`config.mk`:
```
export PLATFORM = sky130hd
export DESIGN_NAME = podule_bus_master
export DESIGN_NICKNAME = d
export VERILOG_FILES = /design/src/rtl/podule_bus_master_pkg.sv /design/src/rtl/bus_phase_timer.sv /design/src/rtl/podule_bus_master.sv
export SDC_FILE = /design/constraint.sdc
export NUM_CORES = 1
export LEC_CHECK = 0
export ABC_AREA = 1
export CORE_MARGIN = 3
export CORE_UTILIZATION = 25
export CTS_CLUSTER_DIAMETER = 30
export DETAILED_ROUTE_END_ITERATION = 7
export HOLD_SLACK_MARGIN = 0.12
export MAX_ROUTING_LAYER = met4
export PLACE_DENSITY_LB_ADDON = 0.2
export SLEW_MARGIN = 20
export SYNTH_ARGS = -nofsm -noshare
export SYNTH_HDL_FRONTEND = slang
export SYNTH_SLANG_ARGS = --single-unit
```
`constraint.sdc`:
```
create_clock -name clk -period 1.6 [get_ports clk]
set_input_delay 0.4 -clock clk [delete_from_list [all_inputs] [get_ports clk]]
set_output_delay 0.4 -clock clk [all_outputs]
set_load 0.1 [all_outputs]
```
`src/rtl/podule_bus_master_pkg.sv`:
```
`default_nettype none
// ============================================================================
//  Package  : podule_bus_master_pkg
//  Purpose  : Shared definitions for the podule/IOC bus initiator.
//             - FSM state encoding (IDLE/SETUP/STROBE/HOLD)
//             - Legal limits for the phase-length parameters
//             - Helper to find the longest phase (sizes the phase counter)
//  Revision : 1.0 - initial release
// ============================================================================
package podule_bus_master_pkg;

  typedef enum logic [1:0] {
    ST_IDLE   = 2'd0,
    ST_SETUP  = 2'd1,
    ST_STROBE = 2'd2,
    ST_HOLD   = 2'd3
  } state_e;

  localparam int SETUP_MIN  = 1;
  localparam int SETUP_MAX  = 15;
  // The responder double-synchronises the strobes, so a short strobe would be missed.
  localparam int STROBE_MIN = 3;
  localparam int STROBE_MAX = 15;
  localparam int HOLD_MIN   = 1;
  localparam int HOLD_MAX   = 15;

  function automatic int max3(input int a, input int b, input int c);
    int m;
    m = (a > b) ? a : b;
    return (m > c) ? m : c;
  endfunction

endpackage
`default_nettype wire

```
`src/rtl/bus_phase_timer.sv`:
```
`default_nettype none
// ============================================================================
//  Module   : bus_phase_timer
//  Purpose  : Down-counter that times one bus phase. Loaded with the phase
//             length on phase entry; done_o is high during the last cycle of
//             the phase (count == 1).
//  Ports    : clk, reset   - clock, synchronous active-high reset
//             load_i       - reload the counter with load_val_i this edge
//             load_val_i   - phase length in cycles
//             done_o       - current cycle is the last one of the phase
//  Revision : 1.0 - initial release
// ============================================================================
module bus_phase_timer #(
  parameter int CNT_W = 4
) (
  input  logic             clk,
  input  logic             reset,
  input  logic             load_i,
  input  logic [CNT_W-1:0] load_val_i,
  output logic             done_o
);

  logic [CNT_W-1:0] count_q;

  always_ff @(posedge clk) begin
    if (reset) begin
      count_q <= '0;
    end else if (load_i) begin
      count_q <= load_val_i;
    end else if (count_q != '0) begin
      // Parks at zero once a phase has expired and no new phase is loaded.
      count_q <= count_q - 1'b1;
    end
  end

  assign done_o = (count_q == CNT_W'(1));

endmodule
`default_nettype wire

```
`src/rtl/podule_bus_master.sv`:
```
`default_nettype none
// ============================================================================
//  Module   : podule_bus_master
//  Purpose  : Podule/IOC bus initiator. Runs single 8-bit read or write
//             cycles (SETUP -> STROBE -> HOLD) from a req/ack command port.
//  Ports    : clk, reset          - clock, synchronous active-high reset
//             req, rnw, addr,     - command (sampled only while idle)
//             wdata
//             busy, ack, rdata    - status / completion / read data
//             A, nIOC_SEL, nRE,   - bus address, select and strobes
//             nWE, RnW
//             D_out, D_oe, D_in   - bus data out / output enable / data in
//  Revision : 1.0 - initial release
// ============================================================================
module podule_bus_master
  import podule_bus_master_pkg::*;
#(
  parameter int SETUP_CYCLES  = 2,
  parameter int STROBE_CYCLES = 6,
  parameter int HOLD_CYCLES   = 2,
  parameter int CNT_W         = 4
) (
  input  logic        clk,
  input  logic        reset,
  input  logic        req,
  input  logic        rnw,
  input  logic [11:0] addr,
  input  logic [7:0]  wdata,
  output logic        busy,
  output logic        ack,
  output logic [7:0]  rdata,
  output logic [11:0] A,
  output logic        nIOC_SEL,
  output logic        nRE,
  output logic        nWE,
  output logic        RnW,
  output logic [7:0]  D_out,
  output logic        D_oe,
  input  logic [7:0]  D_in
);

  // Elaboration-time legality check of the phase lengths and counter width.
  if (SETUP_CYCLES < SETUP_MIN || SETUP_CYCLES > SETUP_MAX ||
      STROBE_CYCLES < STROBE_MIN || STROBE_CYCLES > STROBE_MAX ||
      HOLD_CYCLES < HOLD_MIN || HOLD_CYCLES > HOLD_MAX ||
      max3(SETUP_CYCLES, STROBE_CYCLES, HOLD_CYCLES) > ((1 << CNT_W) - 1)) begin : g_param_check
    $error("podule_bus_master: phase parameter out of range or CNT_W too small");
  end

  localparam logic [CNT_W-1:0] c_setup_len  = CNT_W'(SETUP_CYCLES);
  localparam logic [CNT_W-1:0] c_strobe_len = CNT_W'(STROBE_CYCLES);
  localparam logic [CNT_W-1:0] c_hold_len   = CNT_W'(HOLD_CYCLES);

  state_e           state_q;
  logic             busy_q, ack_q, sel_n_q, re_n_q, we_n_q, rnw_q, doe_q;
  logic [11:0]      a_q;
  logic [7:0]       dout_q, rdata_q;

  logic             tmr_load_d;
  logic [CNT_W-1:0] tmr_val_d;
  logic             tmr_done;

  // Reload the single shared timer whenever a new phase is entered.
  always_comb begin
    tmr_load_d = 1'b0;
    tmr_val_d  = '0;
    case (state_q)
      ST_IDLE: begin
        if (req) begin
          tmr_load_d = 1'b1;
          tmr_val_d  = c_setup_len;
        end
      end
      ST_SETUP: begin
        if (tmr_done) begin
          tmr_load_d = 1'b1;
          tmr_val_d  = c_strobe_len;
        end
      end
      ST_STROBE: begin
        if (tmr_done) begin
          tmr_load_d = 1'b1;
          tmr_val_d  = c_hold_len;
        end
      end
      default: ;
    endcase
  end

  bus_phase_timer #(
    .CNT_W (CNT_W)
  ) u_timer (
    .clk        (clk),
    .reset      (reset),
    .load_i     (tmr_load_d),
    .load_val_i (tmr_val_d),
    .done_o     (tmr_done)
  );

  // Single FSM; all bus and status outputs are registered here.
  // rnw_q doubles as the latched transaction direction while busy.
  always_ff @(posedge clk) begin
    if (reset) begin
      state_q <= ST_IDLE;
      busy_q  <= 1'b0;
      ack_q   <= 1'b0;
      rdata_q <= '0;
      a_q     <= '0;
      sel_n_q <= 1'b1;
      re_n_q  <= 1'b1;
      we_n_q  <= 1'b1;
      rnw_q   <= 1'b1;
      dout_q  <= '0;
      doe_q   <= 1'b0;
    end else begin
      ack_q <= 1'b0;
      case (state_q)
        ST_IDLE: begin
          if (req) begin
            state_q <= ST_SETUP;
            busy_q  <= 1'b1;
            a_q     <= addr;
            sel_n_q <= 1'b0;
            rnw_q   <= rnw;
            if (!rnw) begin
              dout_q <= wdata;
              doe_q  <= 1'b1;
            end
          end
        end
        ST_SETUP: begin
          if (tmr_done) begin
            state_q <= ST_STROBE;
            if (rnw_q) re_n_q <= 1'b0;
            else       we_n_q <= 1'b0;
          end
        end
        ST_STROBE: begin
          if (tmr_done) begin
            state_q <= ST_HOLD;
            re_n_q  <= 1'b1;
            we_n_q  <= 1'b1;
            if (rnw_q) rdata_q <= D_in;
          end
        end
        ST_HOLD: begin
          if (tmr_done) begin
            state_q <= ST_IDLE;
            ack_q   <= 1'b1;
            busy_q  <= 1'b0;
            sel_n_q <= 1'b1;
            doe_q   <= 1'b0;
            rnw_q   <= 1'b1;
          end
        end
        default: state_q <= ST_IDLE;
      endcase
    end
  end

  assign busy     = busy_q;
  assign ack      = ack_q;
  assign rdata    = rdata_q;
  assign A        = a_q;
  assign nIOC_SEL = sel_n_q;
  assign nRE      = re_n_q;
  assign nWE      = we_n_q;
  assign RnW      = rnw_q;
  assign D_out    = dout_q;
  assign D_oe     = doe_q;

endmodule
`default_nettype wire

```
; Yosys cells after proc, flatten, opt, wreduce, memory -nomap -nowiden
; Cells that the tools add are included.
; Widths: inputs -> output; s select.
[op_classes]
add_sub_neg = 1
eq_ne = 11
mux = 31
bitwise = 2
reduce_logical = 15
[ops]
columns = operator, n
row1 = $reduce_and 4->1, 4
row2 = $ne 2x2->1 const B, 7
row3 = $pmux 1 s2, 7
row4 = $mux 1, 13
row5 = $mux 2, 6
row6 = $pmux 3 s3, 1
row7 = $reduce_and 3->1, 3
row8 = $mux 4, 2
row9 = $pmux 2 s4, 1
row10 = $reduce_bool 2->1, 3
row11 = $eq 2x2->1 const B, 2
row12 = $eq 4x1->1 const B, 1
row13 = $reduce_bool 4->1, 1
row14 = $reduce_or 2->1, 2
row15 = $sub 4x1->4 const B, 1
row16 = $mux 3, 1
row17 = $eq 2x1->1 const B, 1
row18 = $logic_not 2->1, 1
row19 = $not 1->1, 2
row20 = $reduce_and 2->1, 1
[totals]
reg_bits = 41
output_inout_bits = 35
wordCells = 72

; Depth between registers and ports, before layout
; Gate-level depths: netlist of the first run.
[logic_depth]
word_depth = 4
mapped_depth = 9

; Modules after synthesis
; Synthesis of the first run repeated with hierarchy kept, for this count alone.
[unflattened]
cells_unflattened = 244
area_unflattened_um2 = 1815.5
[modules_own_cells]
columns = mod, n_inst, cells_per_inst, area_per_inst_um2, seq_area_each_um2
row1 = podule_bus_master, 1, 203, 1539.0, 740.7
row2 = bus_phase_timer, 1, 41, 276.5, 80.1

; Least setup slack after synthesis of the first run
; No wires, ideal clock.
[synth_timing]
kind = reg-to-reg
start = register rnw_q, in the netlist RnW
end = register rdata_q[6], in the netlist rdata[6]
arrival_time_ps = 1504
required_ps = 1480
setup_slack_ps = -24
path_stages_with_launch = 5
n_path_buf = 1
period_less_slack_ps = 1624
path_cell_list = dfxtp_1 nand3_4 buf_6 o21ai_1 a21oi_1
[synth_between]
elab_chain_cells = 1
[synth_lines]
columns = item, line
row1 = from (decl), podule_bus_master.sv:55  ; logic busy_q, ack_q, sel_n_q, re_n_q, we_n_q, rnw_q, doe_q;
row2 = from (signal assigned), podule_bus_master.sv:124  ; rnw_q <= rnw;
row3 = $reduce_and 3->1 (no source line), n/a
row4 = to (signal assigned), podule_bus_master.sv:143  ; if (rnw_q) rdata_q <= D_in;
row5 = to (decl), podule_bus_master.sv:57  ; logic [7:0] dout_q, rdata_q;
; No other way between the ends.
; A chain may end at the register's enable or synchronous reset.

; Final worst setup path of the first run
[layout_timing]
start = register state_q[0]
end = register u_timer.count_q[2]
[layout_between]
elab_chain_cells = 4
elab_cells_between_ends = 8
cone_classes = 2 x eq/ne / 3 x mux / 3 x reduce/logical
[layout_lines]
columns = item, line
row1 = from (decl), podule_bus_master.sv:54  ; state_e state_q;
row2 = from (signal assigned), podule_bus_master.sv:104  ; state_q <= ST_IDLE;
row3 = from (signal assigned), podule_bus_master.sv:120  ; state_q <= ST_SETUP;
row4 = from (signal assigned), podule_bus_master.sv:133  ; state_q <= ST_STROBE;
row5 = $eq 2x2->1 / $eq 2x1->1 (equally long branches), podule_bus_master.sv:67  ; case (state_q)
row6 = $reduce_or 2->1 (no source line), n/a
row7 = $pmux 1 s2, podule_bus_master.sv:67
row8 = $mux 4 / $reduce_bool 2->1 (equally long branches), n/a
row9 = to (signal assigned), bus_phase_timer.sv:29  ; count_q <= load_val_i;
row10 = to (signal assigned), bus_phase_timer.sv:32  ; count_q <= count_q - 1'b1;
row11 = to (decl), bus_phase_timer.sv:23  ; logic [CNT_W-1:0] count_q;
; Several ways; a longest one is shown, not always the timed one.

==> results.yml, run 1 <==
die:
  die_area_mm2: 0.008187
  pin_count: 67
  core-area_mm2: 0.006869
  start_util_pct: 25.97
  die_height_um: 90.48
  die_x_um: 90.48
  rows: 30
timing:
  hold_slack_ns: 0.4817
  max_slew_margin_pct: 77.32
  finalSetupViolations: 0
  max_freq_mhz: 706.0
  finalMaxSlewViolations: 0
  fin_crit_sh_pct: 88.53
  period_needed_ns: 1.416
  tns_ns: 0
  tightest_slew_ns: 0.3366
  hold_viol_final: 0
  clock-skew-final_ns: 0.003372
  rsz0062_at_grt: "no"
  worst_slack_ns: 0.1836
finish:
  regArea_um2: 822.0
  antenna_cells: 0
  drive_gt1_share_pct: 21.71
  nets: 345
  area_growth_pct: 72.79
  layout_commonest_cell: "nor2_1"
  most-common-layout-cells: "47 x nor2_1, 40 x dfxtp_1, 36 x buf_12, 31 x o21ai_0, 31 x clkdlybuf4s50_1"
  fin_area_mm2: 0.003083
  nFillCells: 667
  multi_input_area_um2: 837.1
power_and_ir_drop:
  netSwitchingFraction_pct: 48.36
  power_density_mw_per_mm2: 1942
  power_frac_comb_pct: 59.9
  power.switching_w: 0.002895
  clock_power_share_pct: 14.5
  leakage_nw: 1.282
  p_total_w: 0.005987
  p_int_w: 0.003091
  seq_power_share_pct: 25.6
  vdd_ir_drop_max_mv: 1.193
route:
  ant_nets: 0
  firstDrtPassIters: 4
  wl_per_cell_um: 10.97
  via_count: 1676
  via_per_inst: 4.190
  drc: 0
  drt_iter0_drc: 44
  wl_um: 4387
synth:
  synth.distinct_cells: 27
  synthTopCellsByArea: "dfxtp_1 46%, nor2_1 9.9%, o21ai_0 8.7%"
  syn_area_per_cell_um2: 7.860
  synth_top_area_cell: "dfxtp_1"
  syn_area_mm2: 0.001784
  seq_area_frac_synth_pct: 46.00
  yosys_warnings: 0
  ys_ff_latch: 41
  synth_top_area_share_pct: 46.00
  syn_nets: 269
  syn_inst: 227
grt:
  grtUsageMet3_pct: 3.167
  grt_pass1_vias: 1623
  gr-usage-met2_pct: 18.41
  gr-total-overflow: 0
  track_usage_pct: 11.53
  grt_pass1_wl_um: 7617
  grt_start_max_net_pins: 35
  globalRouteMet1Util_pct: 14.37
  top_usage_layer: "met2"
  antenna_found_initial: 0
clock_network:
  htreeDepth: 2
  cts_tree: "built"
  ctsRootBufferMaster: "clkbuf_8"
  clockBufferDepth: 2
  clock-sinks: 41
  cts.reportedPaths.clkPinSlew_ns: 0.08
  cts_hold_buf: 0
  clock_latency_ns: 0.29
  cts_made_buffers: 5
worst_setup_path:
  r2r_cells: 8
  required_ns: 1.78
  worstPathMaxFanout: 6
  startpoint_type: "flip-flop"
  end_kind: "flip-flop"
  cp.arrival_ns: 1.60
  crit_type: "flip-flop to flip-flop"
placement:
  place_ws_ns: -0.04495
  place_congestion: 0.7924
  place_hpwl_um: 3300
  dpl-instance-area_mm2: 0.002960
  port_buffers: 66
hold_path:
  hp-class: "flip-flop to flip-flop"
  whs_path_depth: 2
run:
  max_cap_viol_count: 0
run_status:
  status: "finished clean"
[flip-flops by register name, summed over array words and instances (netlist names)]
| register | flops |
|---|---|
| nIOC_SEL | 1 |
| D_oe | 1 |
| nRE | 1 |
| u_timer.count_q | 4 |
| state_q | 2 |
| nWE | 1 |
| busy | 1 |
| rdata | 8 |
| D_out | 8 |
| A | 12 |
| RnW | 1 |
| ack | 1 |
[power by group through the flow]
stage	clock (W)	sequential (W)	combinational [W]
2_1_floorplan	0	0.00279	0.00107
3_3_place_gp	0	0.00156	0.00357
3_5_place_dp	0	0.00156	0.00359
4_1_cts	0.000912	0.00154	0.00360
5_1_grt	0.000943	0.00157	0.00385
6_report	0.000866	0.00153	0.00359
[area by class of cell]
| class | instances | share of cell area, % |
|---|---|---|
| Timing Repair Buffer | 75 | 35.39 |
| Multi-Input combinational cell | 156 | 27.15 |
| Sequential cell | 41 | 26.66 |
| Tap cell | 96 | 3.896 |
| Inverter | 24 | 3.125 |
| Clock buffer | 7 | 2.800 |
| Clock inverter | 1 | 0.9740 |
[timing repair]
action / in CTS / in global routing
endpoints found under the setup margin: 0 / 13
buffers inserted: 0 / 0
endpoints found under the hold margin: 0 / 0
resized for setup: 0 / 2
[path summary, 6_finish.rpt]
check | startpoint | endpoint | slack [ns]
worst max register to register | state_q[0]$_SDFFE_PP0P_ | u_timer.count_q[2]$_SDFFE_PP0P_ | 0.18
worst min register to register | rdata[1]$_SDFFE_PP0P_ | rdata[1]$_SDFFE_PP0P_ | 0.48
worst max-delay path | state_q[0]$_SDFFE_PP0P_ | u_timer.count_q[2]$_SDFFE_PP0P_ | 0.18
worst min-delay path | rdata[1]$_SDFFE_PP0P_ | rdata[1]$_SDFFE_PP0P_ | 0.48
[per-stage QoR]
step                std cells  utilization (%)
floorplan                 227                -
global placement          392            43.10
detailed placement        392            43.10
CTS                       400            44.79
global route              400            44.88
finish                    400            44.88
[worst max-delay path, stage by stage, from the launching register on]
cell and delay (ns):
dfxtp_1 0.33, inv_1 0.09, ha_2 0.24, nand2_2 0.16, nand2_1 0.09, nand2_2 0.08
inv_1 0.06, o21ai_0 0.19, nor2_1 0.07
[layer usage]
layer / wire [um] / part of all wire [%] / vias to the layer above
li1: - / - / 880
met1: 2058 / 47 / 748
met2: 2111 / 48 / 46
met3: 199 / 4.5 / 2
met4: 17 / 0.39 / 0
met5: 0 / 0 / -
[cells by family after synthesis]
group,synth area share [%]
and+or+nand+nor,23.70
AOI/OAI and AO/OA,15.57
DFF,46.00
buffers and inverters,7.223
adders and majority gates,7.013
xor gates and xnor gates,0.4910
[cell usage after synthesis]
master,n
nand2_4,1
buf_6,1
a21oi_1,12
nand2_2,3
a21oi_4,1
clkbuf_2,1
a31o_2,1
dfxtp_1,41
nand3_4,1
xor2_1,1
nor2_1,47
inv_1,23
o21ai_0,31
o21a_1,2
nor3_1,2
clkbuf_1,2
nand4_1,1
o21ai_2,1
inv_4,1
nor2_4,2
o21ai_1,1
buf_4,1
nand3_1,14
nand2_1,24
ha_1,10
a21oi_2,1
buf_2,1
Power figures use the tool's default switching activity.
==> run 2: changes to the inputs <==
--- a/config.mk
+++ b/config.mk
@@ -6,7 +6,6 @@
 export NUM_CORES = 1
 export LEC_CHECK = 0
 export ABC_AREA = 1
-export CORE_MARGIN = 3
 export CORE_UTILIZATION = 25
 export CTS_CLUSTER_DIAMETER = 30
 export DETAILED_ROUTE_END_ITERATION = 7
@@ -16,4 +15,5 @@
 export SLEW_MARGIN = 20
 export SYNTH_ARGS = -nofsm -noshare
 export SYNTH_HDL_FRONTEND = slang
+export SYNTH_HIERARCHICAL = 1
 export SYNTH_SLANG_ARGS = --single-unit
==> results.yml, run 2 <==
run_status:
  status: "finished clean"
finish:
  area_growth_pct: 76.57
  antenna_cells: 0
  largest_register_ff_count: 12
  nets: 369
  most-common-layout-cells: "54 x nor2_1, 38 x dfxtp_1, 35 x buf_12, 34 x nand2_1, 31 x clkdlybuf4s50_1"
  fin_util_pct: 46.41
  finalNonFillerCells: 424
  fin_area_mm2: 0.003206
  drive_gt1_share_pct: 27.44
  layout_commonest_cell: "nor2_1"
placement:
  dpl-instance-area_mm2: 0.003020
  place_hpwl_um: 3371
  place_ws_ns: -0.1288
  port_buffers: 66
  place_congestion: 0.8381
  dp.cells: 414
hold_path:
  hp-class: "flip-flop to flip-flop"
worst_setup_path:
  r2r_setup_slack_ns: 0.04
  critPathMostFrequentCell: "inv_2"
  worst-path-buf-inv: 2
  r2r_cells: 9
  startpoint_type: "flip-flop"
  crit_path_cell_trace: "inv_2, ha_4, nor3b_4, nand2_1, a21oi_2, inv_2, or2_0, nand3_1, nor2_1"
  required_ns: 1.79
  cp-startpoint: "u_timer/count_q[1]$_SDFFE_PP0P_"
  path_delay_family: "simple AND/OR/NAND/NOR gates"
  r2r_start: "u_timer/count_q[1]$_SDFFE_PP0P_"
  end_kind: "flip-flop"
  cp.arrival_ns: 1.75
  max_stage_delay_ns: 0.33
  crit_path_end: "u_timer/count_q[3]$_SDFFE_PP0P_"
  worstPathMaxFanout: 7
  r2r-end: "u_timer/count_q[3]$_SDFFE_PP0P_"
  critical_path_depth: 9
  crit_type: "flip-flop to flip-flop"
  crit_path_top_delay_cell: "dfxtp_2"
route:
  ant_nets: 0
  drt_iter0_drc: 62
  firstDrtPassIters: 4
  wl_per_cell_um: 10.63
  drc: 0
  wl_um: 4508
  via_count: 1797
  via_per_inst: 4.238
clock_network:
  htreeDepth: 2
  ctsRootBufferMaster: "clkbuf_8"
  clock_latency_ns: 0.29
  cts_hold_buf: 0
  cts.reportedPaths.clkPinSlew_ns: 0.08
  cts_tree: "built"
  cts_made_buffers: 5
  clock-sinks: 41
  clockBufferDepth: 2
synth:
  synth-edff-count: 0
  synth_compound_area_share_pct: 12.54
  syn_area_per_cell_um2: 7.441
  seq_area_frac_synth_pct: 45.21
  synth_top_area_share_pct: 45.21
  synth_xor_area_share_pct: 0
  muxShareOfSynthArea_pct: 0
  synthTopCellsByArea: "dfxtp_1 45%, nor2_1 11%, nand2_1 8.3%"
  synth-simple-area-share_pct: 28.33
  syn_inst: 244
  synth_top_family_by_area: "simple AND/OR/NAND/NOR gates"
  ys_async_sr_fraction_pct: 0
  synth_adder_area_share_pct: 6.892
  ys_top_cells_by_count: "54 x nor2_1, 41 x dfxtp_1, 40 x nand2_1"
  synth_top_area_cell: "dfxtp_1"
  yosys_warnings: 6
  synth.distinct_cells: 26
  synth_ff_type: "dfxtp_1"
  ys_ff_latch: 41
  synthMostInstantiatedCell: "nor2_1"
  syn_area_mm2: 0.001815
power_and_ir_drop:
  power_density_mw_per_mm2: 1889
  vdd_ir_drop_max_mv: 0.8597
  leakage_nw: 1.359
  p_total_w: 0.006055
timing:
  rsz0062_at_grt: "yes"
  hold_viol_final: 0
  worst_slack_ns: 0.03855
  max_freq_mhz: 640.4
  finalMaxSlewViolations: 0
  finalSetupViolations: 0
  fin_crit_sh_pct: 97.59
  clock-skew-final_ns: 0.006908
  period_needed_ns: 1.561
grt:
  gr-total-overflow: 0
  grt_start_max_net_pins: 26
  antenna_found_initial: 0
  grt_pass1_vias: 1627
  grt_pass1_wl_um: 7472
  track_usage_pct: 13.01
die:
  core-area_mm2: 0.006907
  start_util_pct: 26.29
  die_x_um: 87.22
  die_area_mm2: 0.007606
  die_height_um: 87.22
  rows: 30
  pin_count: 67
run:
  max_cap_viol_count: 0
-- run 2: changes by cell type in the layout (fill, tap and decap cells not counted), sizes merged, moves of 7 or more --
cell / previous run / this run
buf: 44 / 51
nand2: 28 / 42
nor2: 49 / 56
o21ai: 33 / 25
-- run 2: stage by stage --
stage               TNS (ns)  hold slack [ns]
floorplan           -0.07272           0.4691
global placement     -0.9197           0.4741
detailed placement    -1.193           0.4783
CTS                        0           0.4911
global route         -0.2691           0.5088
finish                     0           0.4908
-- run 2: layout make-up --
cell class / count / area [um2]
Inverter: 21 / 81.33
Tap cell: 96 / 120.1
Timing Repair Buffer: 82 / 1135
Sequential cell: 41 / 824.5
Fill cell: 688 / 3701
Clock inverter: 3 / 17.52
Clock buffer: 5 / 68.82
Multi-Input combinational cell: 176 / 958.4
-- run 2: cell families (layout without fill, tap and decap cells) --
group / after synthesis / after routing
compound gates: 43 / 43
simple gates: 121 / 121
buf+inv: 28 / 111
flops: 41 / 41
fa+ha+maj: 10 / 10
other cells: 1 / 2
-- run 2: layer usage --
layer	wire length [um]	share of wire (%)	vias to the layer above	GRT usage [%]
li1	-	-	946	-
met4	48	1.1	0	4.918
met3	215	4.8	5	3.033
met2	2172	48	40	20.26
met5	0	0	-	-
met1	2071	46	806	16.40
-- run 2: worst min-delay path by stage --
| stage | start | end | depth (start not counted) | slack [ns] |
|---|---|---|---|---|
| 2_1_floorplan | reset | u_timer/count_q[0]$_SDFFE_PP0P_ | 1 | 0.47 |
| 3_3_place_gp | nWE$_SDFFE_PP1P_ | nWE$_SDFFE_PP1P_ | 2 | 0.47 |
| 3_5_place_dp | nWE$_SDFFE_PP1P_ | nWE$_SDFFE_PP1P_ | 2 | 0.48 |
| 4_1_cts | nWE$_SDFFE_PP1P_ | nWE$_SDFFE_PP1P_ | 2 | 0.49 |
| 5_1_grt | nWE$_SDFFE_PP1P_ | nWE$_SDFFE_PP1P_ | 2 | 0.51 |
| 6_report | nWE$_SDFFE_PP1P_ | nWE$_SDFFE_PP1P_ | 2 | 0.49 |
-- run 2: what timing repair did --
item / in CTS / in global routing
buffers inserted: 0 / 2
gates resized for setup: 1 / 24
pin swaps: 0 / 10
setup endpoints to repair: 2 / 26
-- run 2: worst reg2reg max path: stages (launching register included) --
cell     delay (ns)
dfxtp_2        0.33
inv_2          0.07
ha_4           0.12
nor3b_4        0.24
nand2_1        0.10
a21oi_2        0.17
inv_2          0.09
or2_0          0.22
nand3_1        0.08
nor2_1         0.04
-- run 2: power by group --
group	total (W)	switching [W]	leakage (nW)	internal, W
Clock	0.000665	0.000363	0.0439	0.000301
Sequential	0.00159	0.000300	0.337	0.00129
Combinational	0.00380	0.00236	0.977	0.00144
Total	0.00605	0.00303	1.36	0.00303
